### config.mk
export PLATFORM = sky130hd
export DESIGN_NAME = packet_framer
export DESIGN_NICKNAME = d
export VERILOG_FILES = /design/src/rtl/packet_framer.sv
export SDC_FILE = /design/constraint.sdc
export NUM_CORES = 1
export LEC_CHECK = 0
export CAP_MARGIN = 20
export CORE_AREA = 8 8 179 215
export DETAILED_ROUTE_END_ITERATION = 8
export DIE_AREA = 0 0 187 223
export GPL_TIMING_DRIVEN = 0
export HOLD_SLACK_MARGIN = 0.06
export MAX_ROUTING_LAYER = met4
export PLACE_DENSITY_LB_ADDON = 0.12
export SLEW_MARGIN = 20
export SYNTH_ARGS = -nofsm -noshare
export SYNTH_HDL_FRONTEND = slang
export SYNTH_SLANG_ARGS = --single-unit
### constraint.sdc
create_clock -name clk -period 3.1 [get_ports clk]
set_input_delay 0.62 -clock clk [delete_from_list [all_inputs] [get_ports clk]]
set_output_delay 0.62 -clock clk [all_outputs]
set_load 0.005 [all_outputs]
### src/rtl/packet_framer.sv
// -----------------------------------------------------------------------------
// packet_framer
//
// Snapshots the correlator payload on a trigger and serializes it as a framed
// byte stream for the UART transmitter:
//   header  : 64-bit timestamp, MSB first
//   payload : PAYLOAD_SIZE bits of the captured `pulses`, MSB first
//   footer  : {sequence[31:0], 24'd0, checksum[7:0]}, MSB first
// Each field is sent as ASCII hex characters (one per nibble, uppercase) or,
// with BINARY=1, as raw bytes. The checksum is the 8-bit modular sum of every
// byte transferred during the header and payload, exactly as transmitted.
//
// Optional feature (compile-time macro PACKET_TERMINATOR_EN):
//   defined   -> after the footer a TERM state sends one 0x0D byte, which is
//                not part of the checksum.
//   undefined -> the frame ends with the last footer byte.
//
// Parameters:
//   PAYLOAD_SIZE  payload width in bits (multiple of 8)
//   BINARY        0 = ASCII hex nibbles, 1 = raw bytes
//
// Ports:
//   clk       in   sole clock, rising edge
//   reset     in   asynchronous, active-low reset
//   enable    in   permits new captures; never aborts a frame in flight
//   trigger   in   capture request, sampled every cycle
//   pulses    in   correlator payload (PAYLOAD_SIZE bits)
//   tx_data   out  byte to the transmitter
//   tx_valid  out  tx_data is valid
//   tx_ready  in   transmitter accepts the byte
//   busy      out  a frame is in progress (state != IDLE)
//   overrun   out  one-cycle pulse: a trigger arrived while busy and was dropped
//
// Handshake: a byte transfers on a rising clk edge where tx_valid & tx_ready.
// Once tx_valid is high, tx_valid and tx_data hold stable until that transfer;
// the next byte is presented in the very next cycle, so with tx_ready held
// high the stream runs at one byte per clock.
//
// The FSM state is held in the enum signal `state` for observation.
// -----------------------------------------------------------------------------
module packet_framer #(
    parameter int PAYLOAD_SIZE = 96,
    parameter int BINARY       = 0
) (
    input  logic                    clk,
    input  logic                    reset,
    input  logic                    enable,
    input  logic                    trigger,
    input  logic [PAYLOAD_SIZE-1:0] pulses,
    output logic [7:0]              tx_data,
    output logic                    tx_valid,
    input  logic                    tx_ready,
    output logic                    busy,
    output logic                    overrun
);

    // Unit = bits consumed per transmitted byte.
    localparam int UNIT      = (BINARY != 0) ? 8 : 4;
    localparam int HDR_UNITS = 64 / UNIT;
    localparam int PAY_UNITS = PAYLOAD_SIZE / UNIT;
    localparam int MAX_UNITS = (PAY_UNITS > HDR_UNITS) ? PAY_UNITS : HDR_UNITS;
    localparam int CNT_W     = (MAX_UNITS > 1) ? $clog2(MAX_UNITS) : 1;

    localparam logic [CNT_W-1:0] HDR_LAST = CNT_W'(HDR_UNITS - 1);
    localparam logic [CNT_W-1:0] PAY_LAST = CNT_W'(PAY_UNITS - 1);

    typedef enum logic [2:0] {
        IDLE,
        HEADER,
        PAYLOAD,
        FOOTER
`ifdef PACKET_TERMINATOR_EN
        ,
        TERM
`endif
    } state_t;

    state_t                  state;
    logic [63:0]             ts;        // free-running timestamp
    logic [31:0]             seq;       // next sequence number to hand out
    logic [31:0]             seq_lat;   // sequence number of the frame in flight
    logic [63:0]             word_sr;   // header word, later reused for the footer
    logic [PAYLOAD_SIZE-1:0] pay_sr;    // shadow copy of the payload
    logic [CNT_W-1:0]        cnt;       // unit index within the current field
    logic [7:0]              sum;       // running checksum of transmitted bytes

    logic                    accept;
    logic [63:0]             word_next;
    logic [PAYLOAD_SIZE-1:0] pay_next;
    logic [7:0]              sum_next;
    logic [63:0]             footer_word;

    // Map one unit (right-aligned in the byte) to the transmitted byte.
    function automatic logic [7:0] encode(input logic [7:0] u);
        if (BINARY != 0) begin
            return u;
        end else if (u[3:0] < 4'd10) begin
            return 8'h30 + {4'h0, u[3:0]};
        end else begin
            // 0x37 + 10 = 'A'
            return 8'h37 + {4'h0, u[3:0]};
        end
    endfunction

    // Encoded byte for the most significant unit of a 64-bit word.
    function automatic logic [7:0] word_unit(input logic [63:0] v);
        if (BINARY != 0) begin
            return encode(v[63:56]);
        end else begin
            return encode({4'h0, v[63:60]});
        end
    endfunction

    // Encoded byte for the most significant unit of the payload.
    function automatic logic [7:0] pay_unit(input logic [PAYLOAD_SIZE-1:0] v);
        if (BINARY != 0) begin
            return encode(v[PAYLOAD_SIZE-1 -: 8]);
        end else begin
            return encode({4'h0, v[PAYLOAD_SIZE-1 -: 4]});
        end
    endfunction

    always_comb begin
        accept      = tx_valid & tx_ready;
        word_next   = word_sr << UNIT;
        pay_next    = pay_sr << UNIT;
        sum_next    = sum + tx_data;
        // The byte being accepted on the last payload transfer is included
        // here; the footer then carries the frozen checksum.
        footer_word = {seq_lat, 24'd0, sum_next};
    end

    always_ff @(posedge clk or negedge reset) begin
        if (!reset) begin
            state    <= IDLE;
            ts       <= 64'd0;
            seq      <= 32'd0;
            seq_lat  <= 32'd0;
            word_sr  <= 64'd0;
            pay_sr   <= '0;
            cnt      <= '0;
            sum      <= 8'd0;
            tx_data  <= 8'd0;
            tx_valid <= 1'b0;
            busy     <= 1'b0;
            overrun  <= 1'b0;
        end else begin
            ts      <= ts + 64'd1;
            // Any trigger seen while a frame is in flight (including the cycle
            // of its final transfer) is dropped and flagged.
            overrun <= trigger & enable & (state != IDLE);

            case (state)
                IDLE: begin
                    if (trigger & enable) begin
                        pay_sr   <= pulses;
                        word_sr  <= ts;
                        seq_lat  <= seq;
                        seq      <= seq + 32'd1;
                        sum      <= 8'd0;
                        cnt      <= '0;
                        // First header byte goes out in the next cycle.
                        tx_data  <= word_unit(ts);
                        tx_valid <= 1'b1;
                        busy     <= 1'b1;
                        state    <= HEADER;
                    end
                end

                HEADER: begin
                    if (accept) begin
                        sum <= sum_next;
                        if (cnt == HDR_LAST) begin
                            cnt     <= '0;
                            tx_data <= pay_unit(pay_sr);
                            state   <= PAYLOAD;
                        end else begin
                            cnt     <= cnt + CNT_W'(1);
                            word_sr <= word_next;
                            tx_data <= word_unit(word_next);
                        end
                    end
                end

                PAYLOAD: begin
                    if (accept) begin
                        sum <= sum_next;
                        if (cnt == PAY_LAST) begin
                            cnt     <= '0;
                            word_sr <= footer_word;
                            tx_data <= word_unit(footer_word);
                            state   <= FOOTER;
                        end else begin
                            cnt     <= cnt + CNT_W'(1);
                            pay_sr  <= pay_next;
                            tx_data <= pay_unit(pay_next);
                        end
                    end
                end

                FOOTER: begin
                    // sum is not updated here: the footer is outside the checksum.
                    if (accept) begin
                        if (cnt == HDR_LAST) begin
                            cnt <= '0;
`ifdef PACKET_TERMINATOR_EN
                            tx_data <= 8'h0D;
                            state   <= TERM;
`else
                            tx_data  <= 8'd0;
                            tx_valid <= 1'b0;
                            busy     <= 1'b0;
                            state    <= IDLE;
`endif
                        end else begin
                            cnt     <= cnt + CNT_W'(1);
                            word_sr <= word_next;
                            tx_data <= word_unit(word_next);
                        end
                    end
                end

`ifdef PACKET_TERMINATOR_EN
                TERM: begin
                    if (accept) begin
                        tx_data  <= 8'd0;
                        tx_valid <= 1'b0;
                        busy     <= 1'b0;
                        state    <= IDLE;
                    end
                end
`endif

                default: begin
                    tx_data  <= 8'd0;
                    tx_valid <= 1'b0;
                    busy     <= 1'b0;
                    cnt      <= '0;
                    state    <= IDLE;
                end
            endcase
        end
    end

endmodule
# After elaboration in Yosys (flattened, before gate mapping)
# Index checks and enable logic that the tools add are counted.
# op_classes
add_sub_neg	14
magnitude_cmp	5
eq_ne	16
muxes	44
bitwise	4
reduce_logical	15
# ops
op	count
$mux W60	5
$mux W96	3
$pmux W96 S2	1
$pmux W60 S3	1
$mux W8	9
$add A6 B4 Y7 const A	10
$add A64 B1 Y64 const B	1
$mux W7	5
$add A32 B1 Y32 const B	1
$pmux W8 S4	1
$mux W5	5
$mux W3	7
$lt A4 B4 Y1 const B	5
$ne A2 B2 Y1 const B	9
$pmux W8 S2	1
$pmux W5 S3	1
$pmux W3 S4	1
$reduce_and A4 Y1	3
$add A8 B8 Y8	1
$reduce_and A7 Y1	1
$eq A3 B2 Y1 const B	2
$reduce_and A3 Y1	2
$reduce_and A6 Y1	1
$reduce_bool A3 Y1	2
13 further kinds	20
# totals
regBits	310
inputBits	101
out_inout_bits	11

# Longest topological paths before layout
# depth
ltp_word	5
depth_mapped	12
mapped_depth_nobuf	9

# Worst setup path after synthesis
# No wires, ideal clock.
# synth_timing
path_type	register to register
from	register state[0]
to	register word_sr[7]
setup_ps	69
t_arrival_ps	2150
required_ps	3031
slack_ps	882
path_stages_with_launch	10
path_buffers	2
synth_period_minus_slack_ps	2218
cell_sequence	dfrtp_1 inv_1 ha_1 buf_2 nor3_2 o211ai_1 or2_1 buf_2 or4b_1 nand3_1
# synth_between
elab_chain_cells	4
word_cells_on_any_way	13
cone_classes	eq/ne: 8; mux: 1; reduce/logical: 4
# synth_rtl
element	line	source
start: declaration	78	state_t state;
start signal: assignment	135	state <= IDLE;
start signal: assignment	166	state <= HEADER;
start signal: assignment	176	state <= PAYLOAD;
$eq A3 B2 Y1 / $eq A3 B1 Y1 (equally long branches)	153	case (state)
$reduce_or A2 Y1 (no source line)	n/a	
$ne A2 B2 Y1 (no source line), or another cell as far along	n/a	
$reduce_and A6 Y1 (no source line)	n/a	
end signal: assignment	157	word_sr <= ts;
end signal: assignment	179	word_sr <= word_next;
end signal: assignment	190	word_sr <= footer_word;
end: declaration	82	logic [63:0] word_sr;
# Several ways; a longest one is shown, not always the timed one.
# A chain may end at the register's enable or synchronous reset.

# Worst setup path after layout
# layout_timing
from	register state[0]
to	register pay_sr[74]
# layout_between
elab_chain_cells	3
word_cells_on_any_way	8
cone_classes	eq/ne: 4; mux: 1; reduce/logical: 3
# layout_rtl
element	line	source
$eq A3 B2 Y1 / $logic_not A3 Y1 (equally long branches)	153	
$ne A2 B2 Y1 (no source line) / $reduce_bool A2 Y1 (equally long branches)	n/a	
$reduce_and A4 Y1 (no source line)	n/a	
end signal: assignment	156	pay_sr <= pulses;
end signal: assignment	195	pay_sr <= pay_next;
end: declaration	83	logic [PAYLOAD_SIZE-1:0] pay_sr;
# Several ways; a longest one is shown, not always the timed one.

==> results.yml <==
status:
  status: "finished clean"
synthesis:
  yosysSeqAreaShare_pct: 51.8
  synth_warnings: 0
  ys_async_sr_fraction_pct: 100
  syn_nets: 1641
  netlist_instances: 1516
  syn_avg_cell_area_um2: 9.82
  synth_edf_count: 0
  syn_area_um2: 14900
  yosys_most_used_dff: "dfrtp_1"
  yosysUniqueCellTypes: 63
  synth_seq_cells: 308
clock_network:
  htree_levels: 2
  clk_pin_slew_worst_paths_ns: 0.06
  ctsHoldBuffers: 0
  clk_latency_ns: 0.53
  clockRootBuffer: "clkbuf_16"
  numCtsBuffers: 35
  cts_tree: "done"
  cts.sinks: 308
  cts.path.max_buffers: 3
route:
  drcViolationCount: 0
  avgViaCountPerCell: 5.34
  vias: 11500
  drt_iter0_markers: 751
  wl_per_cell_um: 17.9
  drtAntennaViolNets: 0
  firstDrtPassIters: 5
  wl_um: 38600
timing:
  layout_setup_ws_ns: 0.135
  rsz0062_at_grt: "yes"
  max_freq_mhz: 337
  setup_viol: 0
  worst_pin_slew_ns: 0.741
  clock_skew_ns: 0.0181
  setup_tns_ns: 0
  maxSlewViolCount: 0
  finalCriticalPeriod_ns: 2.96
  post-route-period-util_pct: 95.6
  hold_viol_final: 0
  max-slew-margin-rel_pct: 50.6
finish:
  fillers: 3302
  nNetsFinal: 1791
  final_common_cell: "nand2_1"
  final_cell_mix: "311 x nand2_1, 308 x dfrtp_1, 211 x o21ai_0"
  syn_to_final_growth_pct: 20.1
  drive_gt1_share_pct: 6.16
  diodes: 0
  final_cell_count_no_fill: 2157
place:
  gp_congestion: 0.814
  dp_hpwl_um: 28000
  dp_slack_ns: -0.289
  dp.cells: 2097
  portBuffers: 110
setup_path:
  crit_path_end_kind: "flip-flop"
  cp_max_fo: 10
  slowest_stage: "dfrtp_1"
  critical_path_class: "reg -> reg"
  crit_chain: "inv_1, ha_1, buf_2, and3_1, o21ai_1, buf_2, buf_2, clkbuf_1, nand2_1, o21ai_0"
  cp_data_required_time_ns: 3.54
  max_stage_delay_ns: 0.56
  crit_top_cell: "buf_2"
  start_kind: "flip-flop"
  critical_path_arrival_ns: 3.40
floorplanning:
  die_area_um2: 41700
  pin_count: 112
  core_um2: 35300
  die_w_um: 187
  die_y_um: 223
  initial_core_util_pct: 42.2
  rows: 76
power_and_ir_drop:
  p_leak_uw: 0.00800
  p_per_area_nw_per_um2: 877
  ir_worst_vdd_uv: 392
  power.total_uw: 15700
global_route:
  grt_pass1_vias: 12100
  use_met3_pct: 3.31
  grt_overflow: 0
  grt_antenna_before_repair: 0
  grt_max_degree: 89
  grt.busiest_layer: "met2"
  gr-usage-all-layers_pct: 19.1
  grt_pass1_wl_um: 64200
  use_met2_pct: 31.2
  grt_util_met1_pct: 24.1
run:
  cap_viol_max_count: 0
worst_hold_path:
  hold_class: "in -> async"
-- per-stage QoR --
stage | util [%] | hold WS (ns) | area [um2]
5_1_grt | 50.7 | 0.0959 | 17900
2_1_floorplan | - | 0.324 | 14900
3_5_place_dp | 47.2 | 0.467 | 16700
3_3_place_gp | 47.0 | 0.459 | 16600
4_1_cts | 50.7 | 0.0789 | 17900
6_report | 50.7 | 0.0510 | 17900
-- flip-flops by register name, indices dropped and copies added, names as in the netlist --
register and flops:
cnt 5, seq_lat 32, tx_data 7, pay_sr 96, busy 1, word_sr 60, seq 32, ts 64
overrun 1, sum 8, state 2
-- worst max-delay path: cells and delay by family, from the launching register on --
family | cells | cell delay (ns)
AOI/OAI and AO/OA | 2 | 0.42
DFF | 1 | 0.56
buffers and inverters | 5 | 1.39
adders and majority gates | 1 | 0.22
and+or+nand+nor | 2 | 0.29
-- per-layer routing --
metal / up-vias / part of all wire (%)
met2: 245 / 48
met5: - / 0
met1: 5619 / 45
met4: 0 / 2.7
li1: 5596 / -
met3: 61 / 4.3
-- cell usage after synthesis, drive strengths merged (2+ instances only) --
| cell | number | area share [%] |
|---|---|---|
| a211oi | 2 | 0.10 |
| a21o | 2 | 0.10 |
| a21oi | 27 | 0.91 |
| a221o | 31 | 2.1 |
| a221oi | 3 | 0.18 |
| a22o | 8 | 0.47 |
| a22oi | 24 | 1.2 |
| a31oi | 2 | 0.084 |
| a32o | 3 | 0.20 |
| a32oi | 2 | 0.12 |
| and2 | 5 | 0.21 |
| and3 | 30 | 1.3 |
| and4 | 7 | 0.41 |
| and4b | 4 | 0.27 |
| buf | 27 | 0.85 |
| clkbuf | 63 | 1.6 |
| dfrtp | 308 | 52 |
| ha | 23 | 1.9 |
| inv | 28 | 0.71 |
| mux2 | 4 | 0.30 |
| mux2i | 95 | 6.4 |
| nand2 | 311 | 7.8 |
| nand2b | 7 | 0.29 |
| nand3 | 46 | 1.6 |
| nand4 | 25 | 1.1 |
| nor2 | 36 | 0.91 |
| nor2b | 10 | 0.42 |
| nor3 | 19 | 0.74 |
| nor4 | 7 | 0.38 |
| o211ai | 5 | 0.25 |
| o21a | 3 | 0.15 |
| o21ai | 212 | 7.1 |
| o221ai | 3 | 0.18 |
| o22ai | 3 | 0.13 |
| o31ai | 5 | 0.25 |
| or2 | 4 | 0.17 |
| or3 | 4 | 0.17 |
| or4b | 2 | 0.16 |
| xnor2 | 76 | 4.5 |
| xor2 | 25 | 1.5 |
-- report_power, final --
| group | internal [uW] | switching (uW) | leakage [uW] |
|---|---|---|---|
| Clock | 2670 | 1670 | 0.000601 |
| Combinational | 2130 | 3550 | 0.00331 |
| Sequential | 5010 | 652 | 0.00409 |
| Total | 9810 | 5880 | 0.00800 |
-- worst paths after layout --
| path | from | endpoint | slack [ns] | depth (start not counted) |
|---|---|---|---|---|
| setup / recovery | state[0] | pay_sr[74] | 0.14 | 10 |
| hold / removal | reset | ts[1] | 0.05 | 1 |
| setup reg to reg | state[0] | pay_sr[74] | 0.14 | 10 |
| hold reg to reg | pay_sr[85] | pay_sr[85] | 0.48 | 2 |
| max in group asynchronous | reset | seq[24] | 1.86 | 3 |
| min in group clk | pay_sr[85] | pay_sr[85] | 0.48 | 2 |
-- layout make-up --
cell class | instances | area, um2 | share of cell area (%)
sequential | 308 | 7710 | 43.1
multi-input combinational | 1090 | 6710 | 37.5
timing repair buffer | 113 | 1190 | 6.65
clock buffer | 49 | 1040 | 5.81
tap | 468 | 586 | 3.27
buffer | 90 | 372 | 2.08
clock inverter | 11 | 170 | 0.952
inverter | 28 | 105 | 0.588
-- repair_timing --
action | CTS | global route
setup endpoints to repair | 0 | 112
resized for setup | 0 | 15
buffers inserted | 0 | 0
-- cells by family after synthesis --
group / after synthesis / synth area share [%]
simple gates: 523 / 16.4
compound gates: 342 / 14.0
flops: 308 / 51.8
buf+inv: 118 / 3.14
xor+xnor: 101 / 5.94
mux: 99 / 6.69
fa+ha+maj: 24 / 2.07
other cells: 1 / 0.0252
(Power assumes the default switching activity.)
